`src/rtl/iocfg_pkg.sv`:
```
// Shared constants, TSMUX encodings and FSM state type for the IO configuration loader.
// Optional readback logic elsewhere is enabled with `define IOCFG_READBACK_EN.
package iocfg_pkg;

   localparam int unsigned CFG_BITS = 3;

   // TSMUX field values; 2'b11 also drives and is passed through unchanged.
   localparam logic [1:0] TS_OFF  = 2'b00;
   localparam logic [1:0] TS_CTRL = 2'b01;
   localparam logic [1:0] TS_ON   = 2'b10;

   typedef enum logic [2:0] {
      ST_IDLE,
      ST_LOAD,
      ST_SHIFT,
      ST_LATCH,
      ST_DONE
   } iocfg_state_t;

   function automatic logic [CFG_BITS-1:0] cfg_word(input logic [1:0] tsmux, input logic dorreg);
      return {tsmux, dorreg};
   endfunction

endpackage

```
`src/rtl/iocfg_shifter.sv`:
```
// 3-bit parallel-load, MSB-first shifter with bit counter and last-bit flag.
// With `define IOCFG_READBACK_EN it also captures the chain tail into RB data.
module iocfg_shifter
   import iocfg_pkg::*;
(
   input  logic                i_clk,
   input  logic                i_rst_n,
   input  logic                i_load,
   input  logic                i_shift,
   input  logic [CFG_BITS-1:0] i_data,
   output logic                o_sdo,
   output logic                o_last
`ifdef IOCFG_READBACK_EN
   ,
   input  logic                i_sdi,
   output logic [CFG_BITS-1:0] o_rb_data,
   output logic                o_rb_valid
`endif
);

   logic [CFG_BITS-1:0] r_word;
   logic [1:0]          r_bit_cnt;

   always_ff @(posedge i_clk or negedge i_rst_n) begin
      if (!i_rst_n) begin
         r_word    <= '0;
         r_bit_cnt <= '0;
      end else if (i_load) begin
         r_word    <= i_data;
         r_bit_cnt <= 2'(CFG_BITS - 1);
      end else if (i_shift) begin
         r_word <= {r_word[CFG_BITS-2:0], 1'b0};
         if (r_bit_cnt != '0) begin
            r_bit_cnt <= r_bit_cnt - 2'd1;
         end
      end
   end

   // The MSB of the shifting word is word[bit_cnt] of the originally loaded value.
   assign o_sdo  = r_word[CFG_BITS-1];
   assign o_last = (r_bit_cnt == '0);

`ifdef IOCFG_READBACK_EN
   logic [CFG_BITS-2:0] r_cap;
   logic [CFG_BITS-1:0] r_rb_data;
   logic                r_rb_valid;

   // The first two tail bits are held in r_cap; the third completes the word directly.
   always_ff @(posedge i_clk or negedge i_rst_n) begin
      if (!i_rst_n) begin
         r_cap      <= '0;
         r_rb_data  <= '0;
         r_rb_valid <= 1'b0;
      end else begin
         r_rb_valid <= i_shift & o_last;
         if (i_shift) begin
            if (o_last) begin
               r_rb_data <= {r_cap, i_sdi};
            end else begin
               r_cap <= {r_cap[CFG_BITS-3:0], i_sdi};
            end
         end
      end
   end

   assign o_rb_data  = r_rb_data;
   assign o_rb_valid = r_rb_valid;
`endif

endmodule

```
`src/rtl/iocfg_loader.sv`:
```
// Serial configuration writer for a daisy-chained bank of ioblock pad cells.
// Define IOCFG_READBACK_EN to add SDI/RB_DATA/RB_VALID readback of displaced words.
module iocfg_loader
   import iocfg_pkg::*;
#(
   parameter int unsigned NUM_IO = 8
)
(
   input  logic                IOCLK,
   input  logic                RST_N,
   input  logic                START,
   input  logic                CFG_VALID,
   input  logic [CFG_BITS-1:0] CFG_DATA,
   output logic                CFG_READY,
   output logic                BUSY,
   output logic                SCLK_EN,
   output logic                SDO,
   output logic                LATCH,
   output logic                DONE
`ifdef IOCFG_READBACK_EN
   ,
   input  logic                SDI,
   output logic [CFG_BITS-1:0] RB_DATA,
   output logic                RB_VALID
`endif
);

   localparam int unsigned     IO_W    = (NUM_IO > 1) ? $clog2(NUM_IO) : 1;
   localparam logic [IO_W-1:0] IO_LAST = IO_W'(NUM_IO - 1);

   iocfg_state_t    r_state;
   logic [IO_W-1:0] r_io_cnt;
   logic            r_cfg_ready;
   logic            r_busy;
   logic            r_sclk_en;
   logic            r_latch;
   logic            r_done;

   logic            w_load;
   logic            w_sdo;
   logic            w_last;

   assign w_load = r_cfg_ready & CFG_VALID;

   iocfg_shifter u_shifter (
      .i_clk      (IOCLK),
      .i_rst_n    (RST_N),
      .i_load     (w_load),
      .i_shift    (r_sclk_en),
      .i_data     (CFG_DATA),
      .o_sdo      (w_sdo),
      .o_last     (w_last)
`ifdef IOCFG_READBACK_EN
      ,
      .i_sdi      (SDI),
      .o_rb_data  (RB_DATA),
      .o_rb_valid (RB_VALID)
`endif
   );

   // Output flags are registered alongside each state transition so they track r_state exactly.
   always_ff @(posedge IOCLK or negedge RST_N) begin
      if (!RST_N) begin
         r_state     <= ST_IDLE;
         r_io_cnt    <= '0;
         r_cfg_ready <= 1'b0;
         r_busy      <= 1'b0;
         r_sclk_en   <= 1'b0;
         r_latch     <= 1'b0;
         r_done      <= 1'b0;
      end else begin
         case (r_state)
            ST_IDLE: begin
               if (START) begin
                  r_state     <= ST_LOAD;
                  r_io_cnt    <= '0;
                  r_cfg_ready <= 1'b1;
                  r_busy      <= 1'b1;
               end
            end
            ST_LOAD: begin
               if (CFG_VALID) begin
                  r_state     <= ST_SHIFT;
                  r_cfg_ready <= 1'b0;
                  r_sclk_en   <= 1'b1;
               end
            end
            ST_SHIFT: begin
               if (w_last) begin
                  r_sclk_en <= 1'b0;
                  if (r_io_cnt == IO_LAST) begin
                     r_state <= ST_LATCH;
                     r_latch <= 1'b1;
                  end else begin
                     r_state     <= ST_LOAD;
                     r_io_cnt    <= r_io_cnt + IO_W'(1);
                     r_cfg_ready <= 1'b1;
                  end
               end
            end
            ST_LATCH: begin
               r_state <= ST_DONE;
               r_latch <= 1'b0;
               r_done  <= 1'b1;
            end
            ST_DONE: begin
               r_state <= ST_IDLE;
               r_done  <= 1'b0;
               r_busy  <= 1'b0;
            end
            default: begin
               r_state     <= ST_IDLE;
               r_io_cnt    <= '0;
               r_cfg_ready <= 1'b0;
               r_busy      <= 1'b0;
               r_sclk_en   <= 1'b0;
               r_latch     <= 1'b0;
               r_done      <= 1'b0;
            end
         endcase
      end
   end

   assign CFG_READY = r_cfg_ready;
   assign BUSY      = r_busy;
   assign SCLK_EN   = r_sclk_en;
   assign SDO       = r_sclk_en & w_sdo;
   assign LATCH     = r_latch;
   assign DONE      = r_done;

endmodule

```
`config.mk`:
```
export PLATFORM = sky130hd
export DESIGN_NAME = iocfg_loader
export DESIGN_NICKNAME = d
export VERILOG_FILES = /design/src/rtl/iocfg_pkg.sv /design/src/rtl/iocfg_shifter.sv /design/src/rtl/iocfg_loader.sv
export SDC_FILE = /design/constraint.sdc
export NUM_CORES = 1
export LEC_CHECK = 0
export ABC_CLOCK_PERIOD_IN_PS = 5000
export CORE_MARGIN = 1.5
export CORE_UTILIZATION = 30
export CTS_BUF_LIST = sky130_fd_sc_hd__clkbuf_8 sky130_fd_sc_hd__clkbuf_16
export CTS_CLUSTER_SIZE = 24
export DETAILED_ROUTE_END_ITERATION = 10
export SLEW_MARGIN = 20
export SYNTH_ARGS = -nofsm -noshare
export SYNTH_HDL_FRONTEND = slang
export SYNTH_SLANG_ARGS = --single-unit
```
`constraint.sdc`:
```
create_clock -name IOCLK -period 5 [get_ports IOCLK]
set_input_delay 1.25 -clock IOCLK [delete_from_list [all_inputs] [get_ports IOCLK]]
set_output_delay 1.25 -clock IOCLK [all_outputs]
set_load 0.02 [all_outputs]
```
==> results of run 1 <==
## state kept, by name, indices dropped and copies added, names as in the netlist
register / flops
SCLK_EN: 1
u_shifter.r_word: 3
BUSY: 1
LATCH: 1
r_state: 3
u_shifter.r_bit_cnt: 2
r_io_cnt: 3
CFG_READY: 1
DONE: 1
## layout make-up
type                       count  area (µm²)  share of cell area [%]
clock buffer                   4        55.1                    5.25
timing repair buffer          12         120                    11.5
inverter                       4        15.0                    1.43
sequential                    16         400                    38.2
multi-input combinational     61         419                    40.0
tap                           31        38.8                    3.70
## power groups by stage
stage | clock (W) | combinational, W | sequential [W]
5_1_grt | 0.000125 | 0.000304 | 0.000246
4_1_cts | 0.000120 | 0.000274 | 0.000235
6_report | 0.000119 | 0.000271 | 0.000235
3_3_place_gp | 0 | 0.000268 | 0.000236
2_1_floorplan | 0 | 0.000216 | 0.000222
3_5_place_dp | 0 | 0.000271 | 0.000237
## cells in the final DEF, fill, tap and decap left out, drive strengths merged, types with 2 or more instances in the layout
cell type / netlist / final
nand2: 5 / 5
a22o: 2 / 2
and2: 3 / 3
a21o: 2 / 2
mux2i: 3 / 3
nand2b: 7 / 7
ha: 3 / 3
clkdlybuf4s50: 0 / 12
dfrtp: 16 / 16
nor2: 8 / 8
nor2b: 4 / 4
o21ai: 7 / 7
inv: 4 / 4
a21oi: 5 / 5
a22oi: 2 / 2
clkbuf: 2 / 4
## how the worst max path moves through the flow
stage / startpoint / end / slack [ns] / cells past startpoint
6_report: SCLK_EN / SDO / 2.21 / 2
5_1_grt: SCLK_EN / SDO / 2.15 / 2
4_1_cts: SCLK_EN / SDO / 2.21 / 2
3_5_place_dp: START / CFG_READY / 2.44 / 5
3_3_place_gp: START / CFG_READY / 2.48 / 5
2_1_floorplan: SCLK_EN / SDO / 2.80 / 2
## routing by layer
layer | share of wire, % | vias to the layer above | GRT usage [%] | wire length, µm
li1 | - | 321 | - | -
met1 | 52 | 300 | 16.0 | 843
met2 | 43 | 12 | 17.8 | 700
met3 | 4.7 | 0 | 4.38 | 76
met4 | 0 | 0 | 1.02 | 0
met5 | 0 | - | 0 | 0
## synth_stat cells, types with 2 or more instances
cell type	n	share of area, %
ha_1	3	4.3
a22o_1	2	2.0
mux2i_1	3	3.5
nand2b_1	7	5.1
a21o_1	2	1.7
o21ai_1	6	3.5
inv_1	4	1.7
buf_2	2	1.2
dfrtp_1	16	46
and2_1	3	2.2
nor2b_1	4	2.9
clkbuf_1	2	0.87
nand2_1	5	2.2
a21oi_1	5	2.9
nor2_1	8	3.5
## tightest hold or removal path, stage by stage, from the launching register on
cell and delay [ns]:
dfrtp_1 0.34, o21ai_1 0.06, nand2_1 0.05
## metrics by stage
step | worst slack, ns | std cells | util, %
2_1_floorplan | 2.80 | 86 | -
3_3_place_gp | 2.48 | 124 | 36.3
3_5_place_dp | 2.44 | 124 | 36.3
4_1_cts | 2.21 | 128 | 38.4
5_1_grt | 2.15 | 128 | 38.4
6_report | 2.21 | 128 | 38.4
## cell families after synthesis
family                   after synthesis
XOR/XNOR                               1
flip-flops                            16
multiplexers                           4
AO/OA/AOI/OAI                         23
buffers and inverters                  9
AND/OR/NAND/NOR                       30
adder cells (fa/ha/maj)                3
==> summary.txt, run 1 <==
Die
  – # IOs: 13
  – Die Ht: 56.6 µm
  – CORE AREA: 0.00273 mm²
  – Initial Util: 31.6%
  – Row cnt: 19
  – Die W: about 57 µm
  – Die area: 0.00321 mm²

Route
  – Post-route ant nets: 0
  – Vias per cell: about 4.9
  – Drt wl/cell: 12.7 µm
  – TritonRoute pass-1 iters: 4
  – DRC Markers: 0
  – Final WL: 1.62 mm
  – DRT iter0 DRCs: 15
  – Via count: roughly 630

Logic synthesis
  – Syn avg cell area: about 10 µm²
  – XOR/XNOR share of the synthesized area: just over 1%
  – Synth Area in Compound Gates: 18.1%
  – Mux share of post-synthesis cell area: 5.22%
  – Flops & latches, synth: 16
  – Post-synthesis adder-cell area fraction: between 4 and 5%
  – Post-Synth Simple-Gate Area: 19.9%
  – Main combinational cell family by area after synthesis: simple AND/OR/NAND/NOR gates
  – Synth unique cells: 29
  – Cells after Synth: 86
  – Post-synthesis async set-or-reset flop share: 100%
  – Post-synthesis net count: 96
  – Post-synthesis sequential area ratio: 46.4%
  – Number of flops mapped to enable cells by yosys: 0
  – Top FF cell, synth: dfrtp_1
  – Synthesis Warnings: 0
  – Netlist Area Pre-Place: 863 µm²

Setup path
  – Setup crit end kind: output pin
  – Arrival time worst endpoint: 1.54 ns
  – Critical path's top delay family: buffers and inverters
  – Reg-to-reg slack, setup: 3.23 ns
  – Critical path required time: 3.75 ns
  – FF-to-FF path depth: 6
  – Crit path max fanout: 8
  – WP buf/inv: 1
  – Crit-path max cell delay: 0.61 ns
  – Worst R2R Start: r_io_cnt[0]
  – Crit-path slowest cell: clkdlybuf4s50_1
  – Setup CP Type: register to output pin
  – Crit Reg-Reg Endpoint: r_io_cnt[0]
  – CP startpoint kind: register
  – Cell Chain, Critical Path: and2_1, clkdlybuf4s50_1

Pwr
  – Sequential share of power: between 30 and 40%
  – Tot Pwr: 0.000625 W
  – Peak supply drop: 342 µV
  – LEAKAGE: 0.469 nW
  – P_sw: 0.000238 W
  – Comb power frac: between 40% and 50%
  – PwrDens: about 600 mW/mm²
  – Clk pwr share: 19.0%
  – Int Pwr: 0.000387 W
  – Switch share: a little under two fifths

STA
  – Achievable Freq: 0.358 GHz
  – RSZ-0062 raised after global routing: no
  – Period utilization: a little under three fifths
  – Slew headroom: roughly half
  – Layout Skew: 0.00869 ns
  – Final Hold Vio Count: 0
  – Hold slack final: 0.487 ns
  – Count of final setup violators: 0
  – Slew @ Worst Pin: 0.736 ns
  – Slew Limit Fails: 0
  – Setup_tns: 0 ns
  – Final min period: 2.79 ns

Clocking
  – CTS root buf: clkbuf_8
  – CTS tree: yes
  – CTS resizes: 0
  – Maximum clock path buffer count: 2
  – Post-CTS setup buffer count: 0
  – Sinks on Clock Net: 16
  – Total CTS buffers: 3
  – Clock-pin slew on the worst setup and hold paths: ~0.070 ns
  – Clk Latency, worst-skew pair: 0.25 ns
  – Hold buffers post-CTS: 0
  – H-tree level count: 1

Global route
  – Initial antenna violation count: 0
  – Grt ovf: 0
  – Number of global-route vias before repair: 631
  – GRT Overall Usage: 11.5%
  – Largest net degree at the start of global routing: 17
  – First-pass GRT wire length: 2.90 mm

Placed design
  – GP Congestion: 0.739
  – DP Area: ~1000 µm²
  – I/O Buffers: 12
  – Post-detail-place hpwl: between 1 and 1.5 mm

Final layout
  – Final Instance Area: 0.00105 mm²
  – Diode count: 0
  – Share of post-route cells with drive strength above 1: 9.28%
  – Fillers: 273
  – Final nets: ~110
  – Area Overhead vs Synth: 21.4%

Status
  – Status: finished clean

Flow run
  – Total of max-cap violations: 0

Min path
  – Min-delay worst type: register to register
  – Sink of the worst hold path: LATCH
  – Hold Path Depth: 2
  – Hold Path Origin: LATCH
No activity file was read; power rests on OpenSTA's default activity.
==> run 2: changes to the inputs <==
Settings changed: ABC_CLOCK_PERIOD_IN_PS 5000 to 2800.
Clock period 5 ns to 2.8 ns, I/O delays scaled along.
==> run 2 against run 1 <==
  * Critical path depth stayed put
  * Register-to-register slack got worse by 2.2 ns
  * Clock power up 42%
  * Via count fell by 0.95%
  * Clock skew shrank 0.0076 ns
  * Sequential share of layout area up 0.51 points
  * Non-clock buffer count unchanged
  * Global-route usage is 0.38 points higher
==> summary.txt, run 2 (synthesis results as in run 1) <==
Clocking
  – CTS root buf: clkbuf_8
  – CTS resizes: 0 (unchanged)
  – Hold buffers post-CTS: 0 (unchanged)
  – H-tree level count: 1 (unchanged)
  – Sinks on Clock Net: 16 (unchanged)
  – Post-CTS setup buffer count: 0 (unchanged)
  – Clock-pin slew on the worst setup and hold paths: 0.06 ns (about the same)
  – CTS tree: yes
  – Maximum clock path buffer count: 2 (unchanged)
  – Clk Latency, worst-skew pair: 0.24 ns (about the same)
  – Total CTS buffers: 3 (unchanged)

Final layout
  – Diode count: 0 (unchanged)
  – Top Registers: r_io_cnt: 3 flops, r_state: 3 flops, u_shifter.r_word: 3 flops
  – Fillers: 278 (+1.8%)
  – Most common cell after layout, fill and taps aside: dfrtp_1
  – Final nets: 108 (unchanged)
  – Commonest non-fill, non-tap cells in the layout: 16 x dfrtp_1, 12 x clkdlybuf4s50_1, 8 x nor2_1
  – Share of post-route cells with drive strength above 1: 8.33% (-0.95 points)
  – Final Instance Area: 0.00103 mm² (-1.3%)
  – Area Overhead vs Synth: 19.9%

Pwr
  – P_sw: 0.000410 W (+72%)
  – Sequential share of power: 39.2% (+1.5 points)
  – LEAKAGE: 0.461 nW (-1.5%)
  – Switch share: 38.3% (+0.18 points)
  – Clk pwr share: 15.8% (-3.2 points)
  – Int Pwr: 0.000661 W (+71%)
  – PwrDens: 1040 mW/mm² (+74%)
  – Peak supply drop: 556 µV (+63%)
  – Comb power frac: 45.0% (+1.6 points)

STA
  – Slew @ Worst Pin: 0.729 ns (-0.00735 ns)
  – Count of final setup violators: 0 (unchanged)
  – Period utilization: 79.1%
  – RSZ-0062 raised after global routing: no
  – Slew headroom: 51.2% (+0.49 points)
  – Setup_tns: 0 ns (unchanged)
  – Final Hold Vio Count: 0 (unchanged)
  – Achievable Freq: 0.452 GHz
  – Layout Skew: 0.00111 ns (-0.00758 ns)
  – Slew Limit Fails: 0 (unchanged)
  – Final min period: 2.21 ns

Setup path
  – Critical path required time: 2.10 ns (-1.65 ns)
  – Crit-path slowest cell: clkdlybuf4s50_1
  – Setup CP Type: register to output pin
  – WP buf/inv: 1 (unchanged)
  – Critical path's top delay family: buffers and inverters
  – CP startpoint kind: register
  – Cell Chain, Critical Path: and2_1, clkdlybuf4s50_1
  – Setup crit end kind: output pin
  – Crit-path max cell delay: 0.61 ns (about the same)
  – Arrival time worst endpoint: 1.51 ns (-0.03 ns)
  – Crit path max fanout: 8 (unchanged)

Placed design
  – DP Area: 993 µm² (unchanged)
  – GP Congestion: 0.739 (about the same)
  – I/O Buffers: 12 (unchanged)
  – Post-detail-place hpwl: 1.10 mm (+1.0%)

Route
  – Drt wl/cell: 12.2 µm (-3.9%)
  – TritonRoute pass-1 iters: 3 (-1)
  – Via count: 627 (-0.95%)
  – Post-route ant nets: 0 (unchanged)
  – DRC Markers: 0 (unchanged)
  – DRT iter0 DRCs: 11 (-4)
  – Final WL: 1.55 mm (-4.6%)
  – Vias per cell: 4.94 (-0.17%)

Global route
  – First-pass GRT wire length: 2.97 mm (+2.2%)
  – Largest net degree at the start of global routing: 17 (unchanged)
  – Grt ovf: 0 (unchanged)
  – Number of global-route vias before repair: 663 (+5.1%)
  – Initial antenna violation count: 0 (unchanged)
  – GRT Overall Usage: 11.9% (+0.38 points)

Die
  – Die W: 56.6 µm (unchanged)
  – Die Ht: 56.6 µm (unchanged)
  – Initial Util: 31.6% (unchanged)
  – Row cnt: 19 (unchanged)
  – # IOs: 13 (unchanged)
  – CORE AREA: 0.00273 mm² (unchanged)
  – Die area: 0.00321 mm² (unchanged)

Min path
  – Min-delay worst type: register to register

Status
  – Status: finished clean

Flow run
  – Total of max-cap violations: 0 (unchanged)
run 2: per-stage QoR:
step / hold WS, ns / worst slack, ns / power [W] / cells / utilization (%)
after detailed placement: 0.482 / 0.798 / 0.000910 / 124 / 36.3
final: 0.489 / 0.586 / 0.00107 / 127 / 37.8
after floorplan: 0.404 / 1.15 / 0.000782 / 86 / -
after global routing: 0.529 / 0.509 / 0.00117 / 127 / 37.8
after CTS: 0.497 / 0.568 / 0.00109 / 127 / 37.8
after global placement: 0.471 / 0.828 / 0.000900 / 124 / 36.3
run 2: area by class of cell:
cell class                      count  area, µm²  area share (%)
Clock buffer                        3       41.3            3.99
Inverter                            4       15.0            1.45
Multi-Input combinational cell     61        419            40.5
Sequential cell                    16        400            38.7
Tap cell                           31       38.8            3.75
Timing Repair Buffer               12        120            11.6
run 2: final timing paths:
check                           slack (ns)         from  cells past startpoint                   to
worst max-delay path                  0.59      SCLK_EN                      2                  SDO
worst min-delay path                  0.49        LATCH                      2                LATCH
worst max register to register        1.03  r_io_cnt[0]                      6          r_io_cnt[0]
worst min register to register        0.49        LATCH                      2                LATCH
max in group asynchronous             1.45        RST_N                      1  u_shifter.r_word[0]
min in group asynchronous             0.89        RST_N                      1          r_io_cnt[1]
run 2: per-layer routing:
metal	share of wire [%]	routed length, µm	GRT usage (%)	up-vias
met5	0	0	0	-
met4	0	0	2.04	0
met3	5.2	81	5.07	0
met2	46	713	18.6	13
met1	49	751	15.5	297
li1	-	-	-	317
run 2: power by group through the flow:
stage               Sequential [W]  Combinational (W)  Clock (W)
CTS                       0.000421           0.000488   0.000177
global placement          0.000422           0.000478          0
global route              0.000441           0.000542   0.000187
detailed placement        0.000424           0.000485          0
floorplan                 0.000396           0.000386          0
finish                    0.000420           0.000482   0.000169
run 2: worst reg2reg max path: cells and delay by family, from the launching register on:
family          cells  cell delay, ns
simple gates        1            0.21
compound gates      2            0.22
flops               1            0.43
fa+ha+maj           2            0.46
mux                 1            0.32
==> run 3: changes to the inputs <==
Settings changed: ABC_CLOCK_PERIOD_IN_PS 2800 to 2300.
Clock period 2.8 ns to 2.3 ns, I/O delays scaled along.
==> run 3 against run 2 <==
  * Cell area is 2.1% higher
  * Critical path depth unchanged
  * Clock skew up 0.0048 ns
  * Setup slack lost 0.36 ns
  * Largest power group unchanged
==> summary.txt, run 3 (synthesis results as in run 1) <==
STA
  – Slew @ Worst Pin: 0.467 ns (-0.262 ns)
  – Setup_tns: 0 ns (unchanged)
  – RSZ-0062 raised after global routing: no
  – Final Hold Vio Count: 0 (unchanged)
  – Slew headroom: 68.9% (+18 points)
  – Layout Skew: 0.00589 ns (+0.00478 ns)
  – Achievable Freq: 0.483 GHz
  – Slew Limit Fails: 0 (unchanged)
  – Count of final setup violators: 0 (unchanged)
  – Final min period: ~2.1 ns
  – Period utilization: about nine tenths

Final layout
  – Top Registers: r_io_cnt: 3 flops, r_state: 3 flops, u_shifter.r_word: 3 flops
  – Final nets: 109 (+0.93%)
  – Area Overhead vs Synth: 22.3%
  – Most common cell after layout, fill and taps aside: dfrtp_1
  – Final Core Density: 38.6% (+0.78 points)
  – Diode count: 0 (unchanged)
  – Final Instance Area: 0.00106 mm² (+2.1%)
  – FF+latch area: 400 µm² (unchanged)
  – Fillers: 275 (-1.1%)
  – Share of post-route cells with drive strength above 1: 10.2% (+1.9 points)
  – Commonest non-fill, non-tap cells in the layout: 16 x dfrtp_1, 12 x clkdlybuf4s50_1, 8 x nor2_1
  – Area of the multi-input gates: 419 µm² (unchanged)

Setup path
  – WP buf/inv: 1 (unchanged)
  – Critical path's top delay family: buffers and inverters
  – Crit-path slowest cell: clkdlybuf4s50_1
  – Crit-path max cell delay: 0.60 ns (about the same)
  – CP startpoint kind: register
  – Cell Chain, Critical Path: and2_1, clkdlybuf4s50_1
  – Arrival time worst endpoint: 1.50 ns (about the same)
  – Crit path max fanout: 8 (unchanged)
  – Critical path required time: 1.73 ns (-0.37 ns)
  – Setup CP Type: register to output pin
  – Setup crit end kind: output pin

Route
  – DRT iter0 DRCs: 25 (+14)
  – DRC Markers: 0 (unchanged)
  – Post-route ant nets: 0 (unchanged)
  – Drt wl/cell: 12.2 µm (about the same)
  – Via count: 640 (+2.1%)
  – Final WL: 1.57 mm (+1.6%)
  – Vias per cell: 4.96 (+0.49%)
  – TritonRoute pass-1 iters: 4 (+1)

Clocking
  – Sinks on Clock Net: 16 (unchanged)
  – Total CTS buffers: 3 (unchanged)
  – Hold buffers post-CTS: 0 (unchanged)
  – Clk Latency, worst-skew pair: 0.25 ns (about the same)
  – Maximum clock path buffer count: 2 (unchanged)
  – CTS root buf: clkbuf_8
  – Post-CTS setup buffer count: 0 (unchanged)
  – CTS resizes: 0 (unchanged)
  – CTS tree: yes
  – H-tree level count: 1 (unchanged)
  – Clock-pin slew on the worst setup and hold paths: 0.07 ns (about the same)

Die
  – Die area: 0.00321 mm² (unchanged)
  – Die W: 56.6 µm (unchanged)
  – Die Ht: 56.6 µm (unchanged)
  – # IOs: 13 (unchanged)
  – CORE AREA: 0.00273 mm² (unchanged)
  – Initial Util: 31.6% (unchanged)
  – Row cnt: 19 (unchanged)

Pwr
  – PwrDens: 1280 mW/mm² (+24%)
  – Peak supply drop: 761 µV (+37%)
  – LEAKAGE: 0.473 nW (+2.6%)

Status
  – Status: finished clean

Global route
  – Largest net degree at the start of global routing: 17 (unchanged)
  – Grt ovf: 0 (unchanged)
  – First-pass GRT wire length: 2.82 mm (-5.1%)
  – GRT Overall Usage: 11.4% (-0.46 points)
  – Number of global-route vias before repair: 619 (-6.6%)
  – Initial antenna violation count: 0 (unchanged)

Placed design
  – I/O Buffers: 12 (unchanged)
  – GP Congestion: 0.741 (+0.28%)
  – Post-detail-place hpwl: 1.14 mm (+3.9%)
  – DP Area: 0.00100 mm² (+0.76%)

Flow run
  – Total of max-cap violations: 0 (unchanged)

Min path
  – Min-delay worst type: register to register
-- run 3: worst register-to-register path, cell delays in order (launching register included) --
cell,delay (ns)
dfrtp_1,0.43
ha_1,0.23
ha_1,0.23
nand2b_1,0.21
mux2_4,0.33
a22oi_2,0.11
o22ai_1,0.10
-- run 3: final timing paths --
| path | startpoint | end | slack (ns) | cells past startpoint |
|---|---|---|---|---|
| worst max-delay path | SCLK_EN | SDO | 0.23 | 2 |
| worst min-delay path | DONE | DONE | 0.48 | 1 |
| worst max register to register | r_io_cnt[0] | r_io_cnt[0] | 0.52 | 6 |
| worst min register to register | DONE | DONE | 0.48 | 1 |
| max in group asynchronous | RST_N | BUSY | 1.46 | 2 |
| min in group asynchronous | RST_N | r_io_cnt[1] | 0.65 | 2 |
-- run 3: layout make-up --
| cell class | instances | share of cell area, % |
|---|---|---|
| Sequential cell | 16 | 37.9 |
| Inverter | 4 | 1.42 |
| Multi-Input combinational cell | 61 | 39.7 |
| Tap cell | 31 | 3.67 |
| Timing Repair Buffer | 13 | 12.1 |
| Clock buffer | 4 | 5.21 |
-- run 3: stage by stage --
step                      worst slack (ns)  hold WS (ns)  total power (W)  std cells
final                                0.230         0.482          0.00135        129
after floorplan                      0.675         0.279         0.000952         86
after global routing                 0.166         0.514          0.00147        129
after detailed placement             0.411         0.472          0.00111        125
after CTS                            0.213         0.488          0.00137        129
after global placement               0.452         0.471          0.00110        125
-- run 3: metal layers --
| layer | vias up | GRT usage (%) | share of wire, % |
|---|---|---|---|
| met5 | - | 0 | 0 |
| met2 | 13 | 17.4 | 45 |
| met4 | 0 | 2.04 | 0 |
| met3 | 0 | 4.84 | 5.0 |
| li1 | 322 | - | - |
| met1 | 305 | 15.2 | 50 |
-- run 3: power breakdown --
part	internal (W)	switching, W	total [W]
clock	0.000152	0.0000997	0.000252
sequential	0.000380	0.000130	0.000510
combinational	0.000309	0.000280	0.000589
